===== src/rtl/factorizer_seq.sv =====
// Handshaked trial-division factorizer: the number is streamed MSB first into one
// residue register per divisor 2..MAX_DIV, and the zero residues form the result.
module factorizer_seq #(
    parameter int WIDTH   = 16,
    parameter int MAX_DIV = 19,
    parameter int RW      = $clog2(MAX_DIV),
    parameter int CW      = $clog2(MAX_DIV + 1)
) (
    input  logic               clk,
    input  logic               reset,
    input  logic               in_valid,
    output logic               in_ready,
    input  logic [WIDTH-1:0]   number,
    output logic               out_valid,
    input  logic               out_ready,
    output logic [MAX_DIV-2:0] factors,
    output logic [CW-1:0]      factor_count,
    output logic [CW-1:0]      smallest
);

    localparam int NF = MAX_DIV - 1;
    localparam int NW = $clog2(WIDTH + 1);

    localparam logic [1:0] S_IDLE = 2'd0;
    localparam logic [1:0] S_RUN  = 2'd1;
    localparam logic [1:0] S_FIN  = 2'd2;
    localparam logic [1:0] S_DONE = 2'd3;

    logic [1:0]       state;
    logic [WIDTH-1:0] shreg;
    logic [NW-1:0]    cnt;
    logic [NF-1:0]    zero_vec;
    logic             accept;

    // r < d guarantees t = 2r+b < 2d, so a single conditional subtract keeps r < d.
    function automatic logic [RW-1:0] mod_step(input logic [RW-1:0] r,
                                               input logic          b,
                                               input logic [RW:0]   d);
        logic [RW:0] t;
        t = {r, b};
        if (t >= d) begin
            t = t - d;
        end
        return t[RW-1:0];
    endfunction

    function automatic logic [CW-1:0] pop_count(input logic [NF-1:0] z);
        logic [CW-1:0] c;
        c = '0;
        for (int i = 0; i < NF; i++) begin
            if (z[i]) begin
                c = c + 1'b1;
            end
        end
        return c;
    endfunction

    function automatic logic [CW-1:0] lowest_div(input logic [NF-1:0] z);
        logic [CW-1:0] s;
        s = '0;
        for (int i = NF - 1; i >= 0; i--) begin
            if (z[i]) begin
                s = CW'(i + 2);
            end
        end
        return s;
    endfunction

    assign in_ready = (state == S_IDLE);
    assign accept   = (state == S_IDLE) && in_valid;

    for (genvar g = 0; g < NF; g++) begin : g_div
        localparam logic [RW:0] D = (RW + 1)'(g + 2);
        logic [RW-1:0] r;

        always_ff @(posedge clk) begin
            if (reset) begin
                r <= '0;
            end else if (accept) begin
                r <= '0;
            end else if (state == S_RUN) begin
                r <= mod_step(r, shreg[WIDTH-1], D);
            end
        end

        assign zero_vec[g] = (r == '0);
    end

    always_ff @(posedge clk) begin
        if (reset) begin
            state        <= S_IDLE;
            shreg        <= '0;
            cnt          <= '0;
            out_valid    <= 1'b0;
            factors      <= '0;
            factor_count <= '0;
            smallest     <= '0;
        end else begin
            case (state)
                S_IDLE: begin
                    if (in_valid) begin
                        shreg <= number;
                        cnt   <= NW'(WIDTH);
                        state <= S_RUN;
                    end
                end
                S_RUN: begin
                    shreg <= {shreg[WIDTH-2:0], 1'b0};
                    cnt   <= cnt - 1'b1;
                    if (cnt == NW'(1)) begin
                        state <= S_FIN;
                    end
                end
                S_FIN: begin
                    factors      <= zero_vec;
                    factor_count <= pop_count(zero_vec);
                    smallest     <= lowest_div(zero_vec);
                    out_valid    <= 1'b1;
                    state        <= S_DONE;
                end
                default: begin
                    // Result registers are left untouched so they hold under backpressure.
                    if (out_ready) begin
                        out_valid <= 1'b0;
                        state     <= S_IDLE;
                    end
                end
            endcase
        end
    end

endmodule


===== config.mk =====
export PLATFORM = sky130hd
export DESIGN_NAME = factorizer_seq
export DESIGN_NICKNAME = d
export VERILOG_FILES = /design/src/rtl/factorizer_seq.sv
export SDC_FILE = /design/constraint.sdc
export NUM_CORES = 1
export LEC_CHECK = 0
export BUFFER_PORTS_ARGS = -buffer_cell sky130_fd_sc_hd__buf_4
export CORE_ASPECT_RATIO = 1.4
export CORE_MARGIN = 1.5
export CORE_UTILIZATION = 41
export DETAILED_ROUTE_END_ITERATION = 10
export GPL_TIMING_DRIVEN = 0
export SLEW_MARGIN = 20
export SYNTH_ARGS = -nofsm -noshare
export SYNTH_HDL_FRONTEND = slang
export SYNTH_SLANG_ARGS = --single-unit

===== constraint.sdc =====
create_clock -name clk -period 11.71 [get_ports clk]
set_clock_uncertainty 0.05 [all_clocks]
set_input_delay 0.5855 -clock clk [delete_from_list [all_inputs] [get_ports clk]]
set_output_delay 0.5855 -clock clk [all_outputs]
set_load 0.01 [all_outputs]

==> results of run 1 <==
-- per-stage QoR --
step | instance area, µm² | util (%) | hold WS, ps
final | 10500 | 47.9 | 349
after global routing | 10500 | 47.9 | 360
after CTS | 10500 | 47.7 | 345
after detailed placement | 9960 | 45.4 | 384
after global placement | 9920 | 45.2 | 383
after floorplan | 9190 | - | 368
-- sequential cells by signal (all words and copies together), names as in the netlist --
signal,flops
g_div.r,78
state,2
factors,18
shreg,16
out_valid,1
cnt,5
factor_count,5
smallest,5
-- cells by family after synthesis --
| group | synth area share [%] |
|---|---|
| AND/OR/NAND/NOR | 22.6 |
| flip-flops | 28.3 |
| AO/OA/AOI/OAI | 18.6 |
| adder cells (fa/ha/maj) | 7.21 |
| multiplexers | 6.37 |
| XOR/XNOR | 12.3 |
| buffers and inverters | 4.67 |
-- worst max path at each step --
stage                  startpoint               to  slack, ps  cells after the start
floorplan           g_div[0].r[0]  factor_count[4]       1290                     51
CTS                 g_div[0].r[0]  factor_count[4]        150                     50
global route        g_div[0].r[0]  factor_count[4]        -20                     50
detailed placement  g_div[0].r[0]  factor_count[4]       -470                     51
finish              g_div[0].r[0]  factor_count[4]        840                     50
global placement    g_div[0].r[0]  factor_count[4]       -410                     51
-- synth_stat cells (6+ instances only) --
cell type | n | area share [%]
nor2_1 | 178 | 7.3
dfxtp_1 | 130 | 28
a21oi_1 | 88 | 4.8
nand2_1 | 80 | 3.3
xnor2_1 | 57 | 5.4
mux2i_1 | 54 | 5.9
ha_1 | 53 | 7.2
o21ai_0 | 50 | 2.7
a211oi_1 | 46 | 3.8
clkbuf_1 | 44 | 1.8
nand3_1 | 40 | 2.2
inv_1 | 37 | 1.5
xor2_1 | 34 | 3.2
nor3_1 | 28 | 1.5
or3_1 | 13 | 0.88
o2111ai_1 | 11 | 1.0
a31oi_1 | 10 | 0.68
nor4_1 | 9 | 0.61
buf_1 | 7 | 0.29
nor3b_1 | 7 | 0.57
or4_1 | 7 | 0.57
a22oi_1 | 6 | 0.49
or2_2 | 6 | 0.41
-- layer usage --
metal,part of all wire (%),track usage (%),wire [µm],vias up
li1,-,-,-,4184
met1,43,27.5,11100,3939
met2,51,40.5,13200,152
met3,3.1,2.67,805,45
met4,3.0,9.11,773,0
met5,0,0,0,-
-- layout by cell type, fill, tap and decap left out, types with 27 or more instances in the layout --
cell,synthesis,routed
ha_1,53,52
dfxtp_1,130,129
nor2_1,178,178
clkbuf_1,44,45
inv_1,37,36
o21ai_0,50,48
xnor2_1,57,57
buf_4,0,50
a21oi_1,88,88
xor2_1,34,34
nor3_1,28,27
nand3_1,40,40
mux2i_1,54,54
a211oi_1,46,45
nand2_1,80,80
-- final cells by class --
cell class,count,area [µm²],share of cell area (%)
well taps,297,372,3.53
plain buffers,61,287,2.72
clock inverters,7,38.8,0.369
repair buffers,50,375,3.57
multi-input cells,902,6240,59.3
flip-flops and latches,130,2600,24.8
inverters,37,141,1.34
clock buffers,21,460,4.38
-- critical path, delay by kind of cell (launching register included) --
| family | cells | cell delay [ps] |
|---|---|---|
| buffers and inverters | 3 | 510 |
| and+or+nand+nor | 7 | 1260 |
| xor gates and xnor gates | 9 | 2030 |
| AOI/OAI and AO/OA | 16 | 2510 |
| DFF | 1 | 440 |
| muxes | 5 | 1200 |
| adders and majority gates | 10 | 2770 |
-- timing repair --
item                                    4_1_cts  5_1_grt
gates resized for setup                       4        8
hold buffers                                  0        0
buffers inserted                              0        1
pin swaps                                     0        1
endpoints found under the setup margin        1        4
==> flow_summary.json, run 1 <==
{
  "viasPerCell": 5.53,
  "end_kind": "flip-flop",
  "start_util_pct": 41.9,
  "antenna_found_initial": 0,
  "grt_pass1_vias": 7984,
  "clock_sinks": 130,
  "async_reset_ff_share_pct": 0,
  "grt_pass1_wl_mm": 41.5,
  "cts.clk_slew.worst_paths_ps": 60,
  "cts_made_buffers": 17,
  "crit_slowest_cell": "or4b_2",
  "cts.htree.levels": 4,
  "rrSetupSlack_ps": 840,
  "arrival_ps": 11140,
  "worstPathMaxFanout": 15,
  "vias": 8320,
  "syn_nets": 1204,
  "fin_nets": 1272,
  "synth_edf_count": 0,
  "wl_per_cell_um": 17.2,
  "dp_cells": 1477,
  "core_area_um2": 21900,
  "drv_cap": 0,
  "clock_path_buffers": 2,
  "drt-pass1-iter-count": 5,
  "fin_ws_ps": 840,
  "max_stage_delay_ps": 610,
  "drt_first_iter_violations": 539,
  "grt_max_degree": 17,
  "synth_area_um2": 9190,
  "critPathKind": "flip-flop to flip-flop",
  "grt_use_total_pct": 22.8,
  "dieArea_um2": 23300,
  "drive_gt1_share_pct": 11.8,
  "ant_nets": 0,
  "cp-start-kind": "flip-flop",
  "cts_tree": "built",
  "rows": 64,
  "yosysSeqAreaShare_pct": 28.3,
  "diodes": 0,
  "num_io_pins": 50,
  "path_common_cell": "ha_1",
  "whs_path_depth": 2,
  "max_freq_mhz": 92.0,
  "slew_violations": 0,
  "instances_no_fill": 1505,
  "whs_endpoint": "shreg[1]",
  "place_congestion": 0.882,
  "period_needed_ps": 10870,
  "yosys_register_bits": 130,
  "r2r_end": "factor_count[4]",
  "dp_slack_ps": -469,
  "drcViolationCount": 0,
  "finalSetupViolations": 0,
  "synth_ff_type": "dfxtp_1",
  "relSlewSlack_pct": 15.0,
  "io_buffers": 48,
  "clkLatencyLatePin_ps": 430,
  "dp.final_hpwl_mm": 19.1,
  "hp-start": "reset",
  "synth_cell_type_count": 79,
  "r2r_start": "g_div[0].r[0]",
  "setup_tns_ps": 0,
  "synth_warnings": 0,
  "period_share_pct": 92.8,
  "wirelength_mm": 25.9,
  "n_fill_cell": 2237,
  "worst_pin_slew_ps": 1240,
  "syn-mean-instance-area_um2": 8.13,
  "finalHoldViolations": 0,
  "die_y_um": 180,
  "die_x_um": 130,
  "overflow": 0,
  "syn_inst": 1131,
  "cp.required_ps": 11980,
  "clock-root-buffer": "clkbuf_16",
  "min_path_type": "primary input to flip-flop",
  "rr_worst_depth": 50,
  "status": "finished, final reports clean",
  "syn_to_final_growth_pct": 14.4
}
Power of run 1 is not shown: default switching activity piles up to over one toggle a cycle in this logic, so the estimate is an artifact.
==> run 2: changes to the inputs <==
--- a/config.mk
+++ b/config.mk
@@ -9,6 +9,7 @@
 export CORE_ASPECT_RATIO = 1.4
 export CORE_MARGIN = 1.5
 export CORE_UTILIZATION = 41
+export CTS_BUF_LIST = sky130_fd_sc_hd__clkbuf_4 sky130_fd_sc_hd__clkbuf_8
 export DETAILED_ROUTE_END_ITERATION = 10
 export GPL_TIMING_DRIVEN = 0
 export SLEW_MARGIN = 20
==> flow_summary.json, run 2 (synthesis results as in run 1) <==
{
  "relSlewSlack_pct": 14.8,
  "cp.required_ps": 12020,
  "finalSetupViolations": 0,
  "viasPerCell": 5.50,
  "slew_violations": 0,
  "rows": 64,
  "overflow": 0,
  "rrSetupSlack_ps": 890,
  "reg.largest.list": "g_div.r: 78 flops, factors: 18 flops, shreg: 16 flops",
  "drt-pass1-iter-count": 4,
  "clock-root-buffer": "clkbuf_8",
  "finalHoldViolations": 0,
  "grt_pass1_wl_mm": 41.3,
  "arrival_ps": 11130,
  "cp-start-kind": "flip-flop",
  "vias": 8284,
  "dieArea_um2": 23300,
  "instances_no_fill": 1505,
  "clock_path_buffers": 2,
  "cts_made_buffers": 17,
  "end_kind": "flip-flop",
  "use_met3_pct": 2.61,
  "drcViolationCount": 0,
  "place_congestion": 0.882,
  "dp.final_hpwl_mm": 19.1,
  "dp_cells": 1477,
  "met1_usage_pct": 27.4,
  "rr_worst_depth": 50,
  "core_area_um2": 21900,
  "period_needed_ps": 10820,
  "die_y_um": 180,
  "worstPathMaxFanout": 15,
  "clkLatencyLatePin_ps": 460,
  "wl_per_cell_um": 17.1,
  "path_common_cell": "ha_1",
  "dp_slack_ps": -469,
  "largest_register_ffs": 78,
  "period_share_pct": 92.4,
  "grt.busiest_layer": "met2",
  "drv_cap": 0,
  "clock_sinks": 130,
  "largest_register": "g_div.r",
  "drive_gt1_share_pct": 12.0,
  "critPathKind": "flip-flop to flip-flop",
  "final_common_cell": "nor2_1",
  "io_buffers": 48,
  "grt_max_degree": 17,
  "hp-start": "reset",
  "diodes": 0,
  "crit_slowest_cell": "or4b_2",
  "status": "finished, final reports clean",
  "layout_common_cells": "nor2_1, dfxtp_1, a21oi_1",
  "start_util_pct": 41.9,
  "drt_first_iter_violations": 506,
  "grt_use_met2_pct": 40.4,
  "cts.clk_slew.worst_paths_ps": 90,
  "n_fill_cell": 2248,
  "worst_pin_slew_ps": 1250,
  "whs_endpoint": "smallest[1]",
  "cts_tree": "built",
  "r2r_end": "factor_count[4]",
  "cts.htree.levels": 4,
  "num_io_pins": 50,
  "die_x_um": 130,
  "max_stage_delay_ps": 610,
  "ant_nets": 0,
  "wirelength_mm": 25.8,
  "fin_ws_ps": 887,
  "fin_nets": 1272,
  "min_path_type": "primary input to flip-flop",
  "syn_to_final_growth_pct": 12.4,
  "grt_use_total_pct": 22.7,
  "grt_pass1_vias": 7917,
  "antenna_found_initial": 0,
  "r2r_start": "g_div[0].r[0]",
  "max_freq_mhz": 92.4,
  "whs_path_depth": 2
}
run 2: cell counts in the layout (fill, tap and decap cells not counted):
Identical to the previous run, type by type.
run 2: worst max-delay path by stage:
stage | startpoint | to | slack [ps] | cells past startpoint
5_1_grt | g_div[0].r[0] | factor_count[4] | -10 | 50
4_1_cts | g_div[0].r[0] | factor_count[4] | 160 | 50
3_5_place_dp | g_div[0].r[0] | factor_count[4] | -470 | 51
2_1_floorplan | g_div[0].r[0] | factor_count[4] | 1290 | 51
6_report | g_div[0].r[0] | factor_count[4] | 890 | 50
3_3_place_gp | g_div[0].r[0] | factor_count[4] | -410 | 51
run 2: repair_timing:
| item | in CTS | in global routing |
|---|---|---|
| resized for setup | 4 | 8 |
| setup buffers | 0 | 1 |
| hold buffers | 0 | 0 |
| pin swaps | 0 | 1 |
| gates cloned | 0 | 0 |
| setup endpoints to repair | 1 | 4 |
run 2: cell type report:
type	instances	area [µm²]	area share, %
multi-input cells	902	6240	60.4
flip-flops and latches	130	2600	25.2
repair buffers	50	375	3.63
well taps	297	372	3.60
plain buffers	61	287	2.77
clock buffers	21	277	2.68
inverters	37	141	1.37
clock inverters	7	38.8	0.375
run 2: metrics by stage:
stage | area (µm²) | hold slack, ps | util (%) | TNS (ps)
6_report | 10300 | 313 | 47.1 | 0
3_5_place_dp | 9960 | 384 | 45.4 | -469
5_1_grt | 10300 | 319 | 47.1 | -12.9
3_3_place_gp | 9920 | 383 | 45.2 | -411
4_1_cts | 10300 | 301 | 46.9 | 0
2_1_floorplan | 9190 | 368 | - | 0
run 2: critical path: cells and delay by family (launching register included):
family          cells  cell delay, ps
buf+inv             3             510
simple gates        7            1260
flops               1             440
compound gates     16            2510
xor+xnor            9            2010
mux                 5            1200
fa+ha+maj          10            2760
run 2: per-layer routing:
metal	routed length (µm)	up-vias
met3	687	35
met5	0	-
met4	695	0
met1	11200	3940
li1	-	4187
met2	13200	122
Power of run 2 is left out for the same reason.
